===== src/rtl/priority_resolver.sv =====
// Interrupt request / in-service / priority core of an 8259-style PIC: IRR capture with masking,
// fully nested priority with optional rotation, and the two-pulse INTA grant sequence.
module priority_resolver #(
   parameter int NUM_IR = 8
) (
   input  logic              clk,
   input  logic              rst_n,
   input  logic [NUM_IR-1:0] ir,
   input  logic [NUM_IR-1:0] imr,
   input  logic              ltim,
   input  logic              aeoi,
   input  logic              auto_rotate,
   input  logic              inta,
   input  logic              eoi,
   output logic              int_out,
   output logic [NUM_IR-1:0] irr,
   output logic [NUM_IR-1:0] isr,
   output logic [NUM_IR-1:0] grant_onehot,
   output logic              grant_valid,
   output logic              spurious
);

   typedef enum logic {
      IDLE = 1'b0,
      ACK1 = 1'b1
   } state_t;

   // Returns {found, index} of the highest-priority set bit; priority runs from low+1 (highest)
   // around to low (lowest). Scanning lowest-to-highest lets the last hit win.
   function automatic logic [3:0] pick_highest(input logic [NUM_IR-1:0] vec, input logic [2:0] low);
      logic [3:0] res;
      logic [2:0] idx;
      res = 4'd0;
      for (int p = 7; p >= 0; p--) begin
         idx = low + 3'(p) + 3'd1;
         if (vec[idx]) res = {1'b1, idx};
      end
      return res;
   endfunction

   // Rank 0 is the highest priority under the current rotation.
   function automatic logic [2:0] rank_of(input logic [2:0] idx, input logic [2:0] low);
      return idx - low - 3'd1;
   endfunction

   function automatic logic [2:0] onehot_to_idx(input logic [NUM_IR-1:0] vec);
      logic [2:0] res;
      res = 3'd0;
      for (int i = 0; i < NUM_IR; i++) begin
         if (vec[i]) res = 3'(i);
      end
      return res;
   endfunction

   state_t            state_q, state_d;
   logic [NUM_IR-1:0] ir_d_q;
   logic [NUM_IR-1:0] irr_q, irr_d;
   logic [NUM_IR-1:0] isr_q, isr_d;
   logic [NUM_IR-1:0] grant_onehot_q, grant_onehot_d;
   logic              grant_valid_q, grant_valid_d;
   logic              spurious_q, spurious_d;
   logic              int_out_q, int_out_d;
   logic [2:0]        lowest_q, lowest_d;
   logic              inta_q;

   logic              inta_rise;
   logic [NUM_IR-1:0] masked_req;
   logic [3:0]        cand_res, svc_res;
   logic              cand_found, svc_found;
   logic [2:0]        cand_idx, svc_idx, grant_idx;
   logic              cand_outranks;
   logic [NUM_IR-1:0] cand_onehot;
   logic [NUM_IR-1:0] irr_edge;
   logic [NUM_IR-1:0] irr_clr, isr_clr, isr_set;

   assign inta_rise     = inta & ~inta_q;
   assign masked_req    = irr_q & ~imr;
   assign cand_res      = pick_highest(masked_req, lowest_q);
   assign svc_res       = pick_highest(isr_q, lowest_q);
   assign cand_found    = cand_res[3];
   assign cand_idx      = cand_res[2:0];
   assign svc_found     = svc_res[3];
   assign svc_idx       = svc_res[2:0];
   assign cand_onehot   = NUM_IR'(1) << cand_idx;
   assign grant_idx     = onehot_to_idx(grant_onehot_q);
   assign cand_outranks = !svc_found || (rank_of(cand_idx, lowest_q) < rank_of(svc_idx, lowest_q));

   // Edge mode: a request latches on a rising ir edge and holds only while ir stays high.
   for (genvar gi = 0; gi < NUM_IR; gi++) begin : g_irr_edge
      assign irr_edge[gi] = ir[gi] & (irr_q[gi] | ~ir_d_q[gi]);
   end

   always_comb begin
      state_d        = state_q;
      grant_onehot_d = grant_onehot_q;
      grant_valid_d  = grant_valid_q;
      spurious_d     = spurious_q;
      lowest_d       = lowest_q;
      irr_clr        = '0;
      isr_clr        = '0;
      isr_set        = '0;

      case (state_q)
         IDLE: begin
            if (inta_rise) begin
               state_d = ACK1;
               if (cand_found) begin
                  grant_onehot_d = cand_onehot;
                  grant_valid_d  = 1'b1;
                  spurious_d     = 1'b0;
                  isr_set        = cand_onehot;
                  irr_clr        = cand_onehot;
               end else begin
                  grant_onehot_d = 8'h80;
                  grant_valid_d  = 1'b0;
                  spurious_d     = 1'b1;
               end
            end
         end
         ACK1: begin
            if (inta_rise) begin
               state_d       = IDLE;
               grant_valid_d = 1'b0;
               spurious_d    = 1'b0;
               if (aeoi && !spurious_q) begin
                  isr_clr = grant_onehot_q;
                  if (auto_rotate) lowest_d = grant_idx;
               end
            end
         end
         default: state_d = IDLE;
      endcase

      // A non-specific EOI retires the highest in-service level; it works on the pre-cycle ISR.
      if (eoi && svc_found) begin
         isr_clr[svc_idx] = 1'b1;
         if (auto_rotate) lowest_d = svc_idx;
      end

      isr_d     = (isr_q & ~isr_clr) | isr_set;
      irr_d     = ltim ? ir : (irr_edge & ~irr_clr);
      int_out_d = (state_d == IDLE) && cand_found && cand_outranks;
   end

   always_ff @(posedge clk or negedge rst_n) begin
      if (!rst_n) begin
         state_q        <= IDLE;
         ir_d_q         <= '0;
         irr_q          <= '0;
         isr_q          <= '0;
         grant_onehot_q <= '0;
         grant_valid_q  <= 1'b0;
         spurious_q     <= 1'b0;
         int_out_q      <= 1'b0;
         lowest_q       <= 3'd7;
         inta_q         <= 1'b0;
      end else begin
         state_q        <= state_d;
         ir_d_q         <= ir;
         irr_q          <= irr_d;
         isr_q          <= isr_d;
         grant_onehot_q <= grant_onehot_d;
         grant_valid_q  <= grant_valid_d;
         spurious_q     <= spurious_d;
         int_out_q      <= int_out_d;
         lowest_q       <= lowest_d;
         inta_q         <= inta;
      end
   end

   assign int_out      = int_out_q;
   assign irr          = irr_q;
   assign isr          = isr_q;
   assign grant_onehot = grant_onehot_q;
   assign grant_valid  = grant_valid_q;
   assign spurious     = spurious_q;

endmodule

===== config.mk =====
export PLATFORM = sky130hd
export DESIGN_NAME = priority_resolver
export DESIGN_NICKNAME = d
export VERILOG_FILES = /design/src/rtl/priority_resolver.sv
export SDC_FILE = /design/constraint.sdc
export NUM_CORES = 1
export LEC_CHECK = 0
export BUFFER_PORTS_ARGS = -buffer_cell sky130_fd_sc_hd__buf_2
export CORE_MARGIN = 5
export CORE_UTILIZATION = 55
export DETAILED_ROUTE_END_ITERATION = 10
export GPL_ROUTABILITY_DRIVEN = 0
export PLACE_DENSITY = 0.77
export SYNTH_ARGS = -nofsm -noshare
export SYNTH_HDL_FRONTEND = slang
export SYNTH_SLANG_ARGS = --single-unit
export TNS_END_PERCENT = 30

===== constraint.sdc =====
create_clock -name clk -period 5.3 [get_ports clk]
set_input_delay 0.265 -clock clk [delete_from_list [all_inputs] [get_ports clk]]
set_output_delay 0.265 -clock clk [all_outputs]
set_load 0.01 [all_outputs]

## Word level (Yosys, flattened, before mapping)

Cells that the tools add are included.

| word-level totals | value |
|---|---|
| word-level logic and storage cells | 170 |
| register bits | 40 |

| operators by class | value |
|---|---|
| shifts and indexed selects | 1 |
| bitwise gates (word level) | 36 |
| equality and inequality tests | 2 |
| multiplexer cells | 82 |
| magnitude comparators | 11 |
| add/subtract/negate cells | 18 |
| reduce and logical (&&, ||, !) cells | 10 |

Operators by type and width:

| cell | count |
|---|---|
| 8-bit two-way mux | 9 |
| 4-bit two-way mux | 16 |
| 1-bit binary-select mux with 3-bit select | 16 |
| 3-bit by 4-bit less-than comparator with 1-bit output, second input constant | 9 |
| 3-bit two-way mux | 12 |
| 1-bit two-way mux | 25 |
| 3-bit by 1-bit adder with 3-bit output, second input constant | 8 |
| 8-bit bitwise AND | 3 |
| 8-bit NOT | 3 |
| 8-bit OR | 2 |
| 3-bit adder, second input constant | 4 |
| 1-bit NOT | 11 |
| 1-bit bitwise AND | 9 |
| 1-bit OR | 8 |
| 1-bit by 3-bit << shifter with 8-bit output, first input constant | 1 |
| 3-bit by 2-bit adder with 3-bit output, second input constant | 2 |
| 1-bit case mux with 2 select lines | 3 |
| 3-bit by 1-bit subtractor with 3-bit output, second input constant | 2 |
| 3-bit subtractor | 2 |
| 1-bit logical AND | 5 |
| 2-bit AND reduction | 2 |
| 1-bit demux with 3-bit select | 1 |
| 3-bit by 1-bit >= comparator with 1-bit output, second input constant | 1 |
| 3-bit less-than comparator | 1 |
| other kinds (4) | 5 |

## Longest topological paths before layout

| depth | value |
|---|---|
| depth in word-level cells | 21 |
| mapped depth | 18 |

## Worst setup path after synthesis

OpenSTA, ideal clock, no wires.

| timing path | value |
|---|---|
| path type | register to register |
| start | register lowest_q[1] |
| end | register int_out_q (netlist: int_out) |
| arrival | 4.258 ns |
| setup time | 0.072 ns |
| clock period less this slack | 4.330 ns |
| slack | 0.970 ns |
| cell stages (with the launch flop) | 19 |
| buffers on the path | 3 |
| path through | dfstp_2 clkbuf_1 inv_2 ha_1 buf_2 clkbuf_1 mux2i_2 nor3_1 o21ai_1 a211o_1 o21ai_0 ha_1 fa_1 xor2_1 xnor2_1 ha_1 a21oi_1 o21ai_0 nor2_1 |

| on the way | value |
|---|---|
| cells in the longest elaborated chain, start to end | 17 |
| elaborated cells on any way between the ends | 71 |
| classes of those cells | add/sub (18); order compare (1); mux (48); reduce/logical (4) |

RTL lines:

| what | RTL line | source |
|---|---|---|
| start: declaration | 63 | `logic [2:0] lowest_q, lowest_d;` |
| start signal: assignment | 166 | `lowest_q <= lowest_d;` |
| 3-bit adder | 35 | `idx = low + 3'(p) + 3'd1;` |
| 3-bit by 1-bit adder with 3-bit output | 35 |  |
| 1-bit binary-select mux with 3-bit select | 36 | `if (vec[idx]) res = {1'b1, idx};` |
| 1-bit two-way mux (implied by the code) | 36 |  |
| 4-bit two-way mux (8 in series) | 36 |  |
| 3-bit subtractor | 43 | `return idx - low - 3'd1;` |
| 3-bit by 1-bit subtractor with 3-bit output | 43 |  |
| 3-bit less-than comparator | 86 | `assign cand_outranks = !svc_found \|\| (rank_of(cand_idx, lowest_q) < rank_of(svc_idx, lowest_q));` |
| 1-bit logical OR | 86 |  |
| 1-bit logical AND (*) | 142 | `int_out_d = (state_d == IDLE) && cand_found && cand_outranks;` |
| net int_out_d | 62 | `logic int_out_q, int_out_d;` |
| end signal: assignment | 165 | `int_out_q <= int_out_d;` |
| end: declaration | 62 |  |

Mark *: on every way through the listed nets, which the timed path passes. The rest lies on a longest branch. The select of a mux whose other input is x is not followed.
A chain may end at the register's enable or synchronous reset.

## Worst setup path in the final report

Same ends and word-level chain as after synthesis.

==> reports/results.txt <==
Final period util: 0.8644
# IOs: 50
# DRC: 0
Synthesis-stage register bit count: 40
Slew Limit Fails: 0
Number of port buffers: 49
CTS Buf Count: 5
RSZ-0062 raised after global routing: no
# Post-CTS Setup Buffers: 0
TNS Setup: 0 ns
Top cell type by total area after synthesis: dfrtp_1
Sequential-to-total area share from yosys stat: 0.2491
Antenna violations before repair: 0
Clk_lat worst skew: 0.30 ns
Met3 usage: 0.04972
R2r startpoint: lowest_q[1]$_DFF_PN1_
Multi-input gate area: 0.002855 mm2
Kind of end point of the critical path: register
Synthesized area: 0.004034 mm2
Total Routed Length: 10730 um
Post-Place Cells: 524
Area of the core: 0.007214 mm2
Largest net degree at the start of global routing: 41
Max-cap viol count: 0
Met2 usage: 0.4123
Syn nets: 421
Synth top area cells: dfrtp_1 23%, mux4_2 15%, mux2i_1 7.2%, nand2_1 3.6%, ha_1 3.1%
Total track usage: 0.2563
Reg2reg setup slack: 0.72 ns
Post-CTS Resized: 0
GR Util met1: 0.3529
Synth warn: 0
Fin. Hold Viols: 0
Crit path arrival time: 4.81 ns
HPWL after detailed placement: 8059 um
Post-synth EDFFs: 0
Diode count: 0
Share of cells above drive strength 1: 0.3025
Avg Cell Area, Syn: 10.45 um2
Clock-pin slew on the worst setup and hold paths: 0.07 ns
Layout Cells excl Fill: 532
Synth Flop Type: dfrtp_1
# clock sinks: 40
CTS max path bufs: 2
Htree depth: 2
Synth async-reset ratio: 1.000
CP required: 5.53 ns
Post-Synthesis Cells: 386
Crit path kind: register to register
Filler Cells Inserted: 626
ANT nets after route: 0
Die area: 0.009147 mm2
Nature of the critical path startpoint: register
Core Rows: 31
Post-cts hold buffer count: 0
Area occupied by registers: 0.001005 mm2
CTS tree: built
Max FO, Critical Path: 17
Hold crit path type: input pin to async pin
Yosys top cell area share: 0.2295
DR pass1 iterations: 4
Number of global-route vias before repair: 3553
WHS: 0.07508 ns
Slew @ Worst Pin: 0.9604 ns
Slew Limit Headroom: 0.3548
Global routing's busiest layer: met2
Via count: 3479
R2r endpoint: int_out$_DFF_PN0_
Fin Clk Skew: 0.009605 ns
Clk Tree Root Cell: clkbuf_8
First-pass GRT wire length: 18250 um
DR vias/cell: 6.539
Global route total overflow: 0
Area Growth Syn to Fin: 10.51%
WL/cell: 20.16 um
Net count, final: 467
DIE HEIGHT: 95.64 um
Initial Util: 0.5591
Status: completed
Yosys cell types: 84
Die width: 95.64 um
Reg2reg path depth: 16
Min cycle time layout: 4.581 ns
Fmax: 218.3 MHz
Initial drt markers: 217
Final Setup Violations: 0
-- registers in the layout (all words and copies together), names as in the netlist --
register and flops:
grant_onehot 8, ir_d_q 8, irr 8, isr 8, lowest_q 3, grant_valid 1
int_out 1, inta_q 1, spurious 1, state_q 1
-- cell usage after synthesis, types with 3 or more instances --
master,count
a21oi_1,12
a31oi_1,3
and2_1,3
buf_1,3
buf_2,4
buf_4,3
clkbuf_1,4
dfrtp_1,37
dfstp_2,3
ha_1,10
inv_1,8
mux2_2,7
mux2i_1,29
mux4_2,27
nand2_1,39
nand2b_1,14
nand3_1,5
nor2_1,28
nor2b_1,12
nor3_1,6
nor3b_1,4
o211ai_1,7
o21ai_0,11
o21ai_1,6
o22ai_1,7
o2bb2ai_1,3
o311a_1,8
o311ai_1,5
o31ai_1,5
xnor2_1,3
xor2_1,3
-- cell usage in the layout, fill, tap and decap left out, types with 6 or more instances in the layout --
| cell type | count |
|---|---|
| a21oi_1 | 12 |
| buf_2 | 49 |
| buf_4 | 8 |
| clkbuf_8 | 7 |
| dfrtp_1 | 37 |
| ha_1 | 10 |
| inv_1 | 8 |
| mux2_2 | 7 |
| mux2i_1 | 29 |
| mux4_2 | 27 |
| nand2_1 | 39 |
| nand2b_1 | 14 |
| nor2_1 | 28 |
| nor2b_1 | 12 |
| nor3_1 | 6 |
| o211ai_1 | 7 |
| o21ai_0 | 11 |
| o21ai_1 | 6 |
| o22ai_1 | 7 |
| o311a_1 | 8 |
-- cell families after synthesis --
kind of cell,after synthesis,synth area share
xor+xnor,11,0.03971
simple gates,128,0.1656
flops,40,0.2491
compound gates,99,0.2022
buf+inv,29,0.04311
fa+ha+maj,12,0.04094
mux,67,0.2593
-- worst max-delay path: stages (launching register included) --
cell and delay [ns]:
dfstp_2 0.56, buf_4 0.25, ha_1 0.45, xnor3_1 0.46, mux4_2 0.60, nor2_1 0.17, o211ai_1 0.11, nand3_1 0.22
inv_1 0.10, ha_1 0.22, fa_1 0.41, xnor2_1 0.15, xnor2_1 0.16, ha_1 0.29, a21oi_1 0.13, o21ai_0 0.10
nor2_1 0.11
-- metrics by stage --
step | area, um2 | utilization | setup slack, ns
finish | 4458 | 0.6179 | 0.7189
global route | 4458 | 0.6179 | 0.4132
detailed placement | 4332 | 0.6004 | 0.7803
CTS | 4458 | 0.6179 | 0.7432
global placement | 4332 | 0.6004 | 0.8910
floorplan | 4034 | - | 0.9704
-- layer usage --
layer	routed length [um]	share of wire
met5	0	0
met4	204	0.019
met3	839	0.078
met2	5166	0.48
met1	4517	0.42
-- area by class of cell --
| cell class | instances | share of cell area |
|---|---|---|
| inverters | 11 | 0.009543 |
| repair buffers | 57 | 0.06848 |
| well taps | 99 | 0.02779 |
| flip-flops and latches | 40 | 0.2254 |
| clock buffers | 7 | 0.02161 |
| clock inverters | 1 | 0.006736 |
| multi-input cells | 317 | 0.6405 |
-- worst max path at each step --
stage	start	to	slack, ns	cells past startpoint
5_1_grt	lowest_q[1]$_DFF_PN1_	int_out$_DFF_PN0_	0.41	16
2_1_floorplan	lowest_q[1]$_DFF_PN1_	int_out$_DFF_PN0_	0.97	18
6_report	lowest_q[1]$_DFF_PN1_	int_out$_DFF_PN0_	0.72	16
4_1_cts	lowest_q[1]$_DFF_PN1_	int_out$_DFF_PN0_	0.74	16
3_3_place_gp	lowest_q[1]$_DFF_PN1_	int_out$_DFF_PN0_	0.89	16
3_5_place_dp	lowest_q[1]$_DFF_PN1_	int_out$_DFF_PN0_	0.78	16
Power is left out: the tool's default activity adds up to more than one toggle a clock period on the data nets, which glitch-free logic cannot reach.
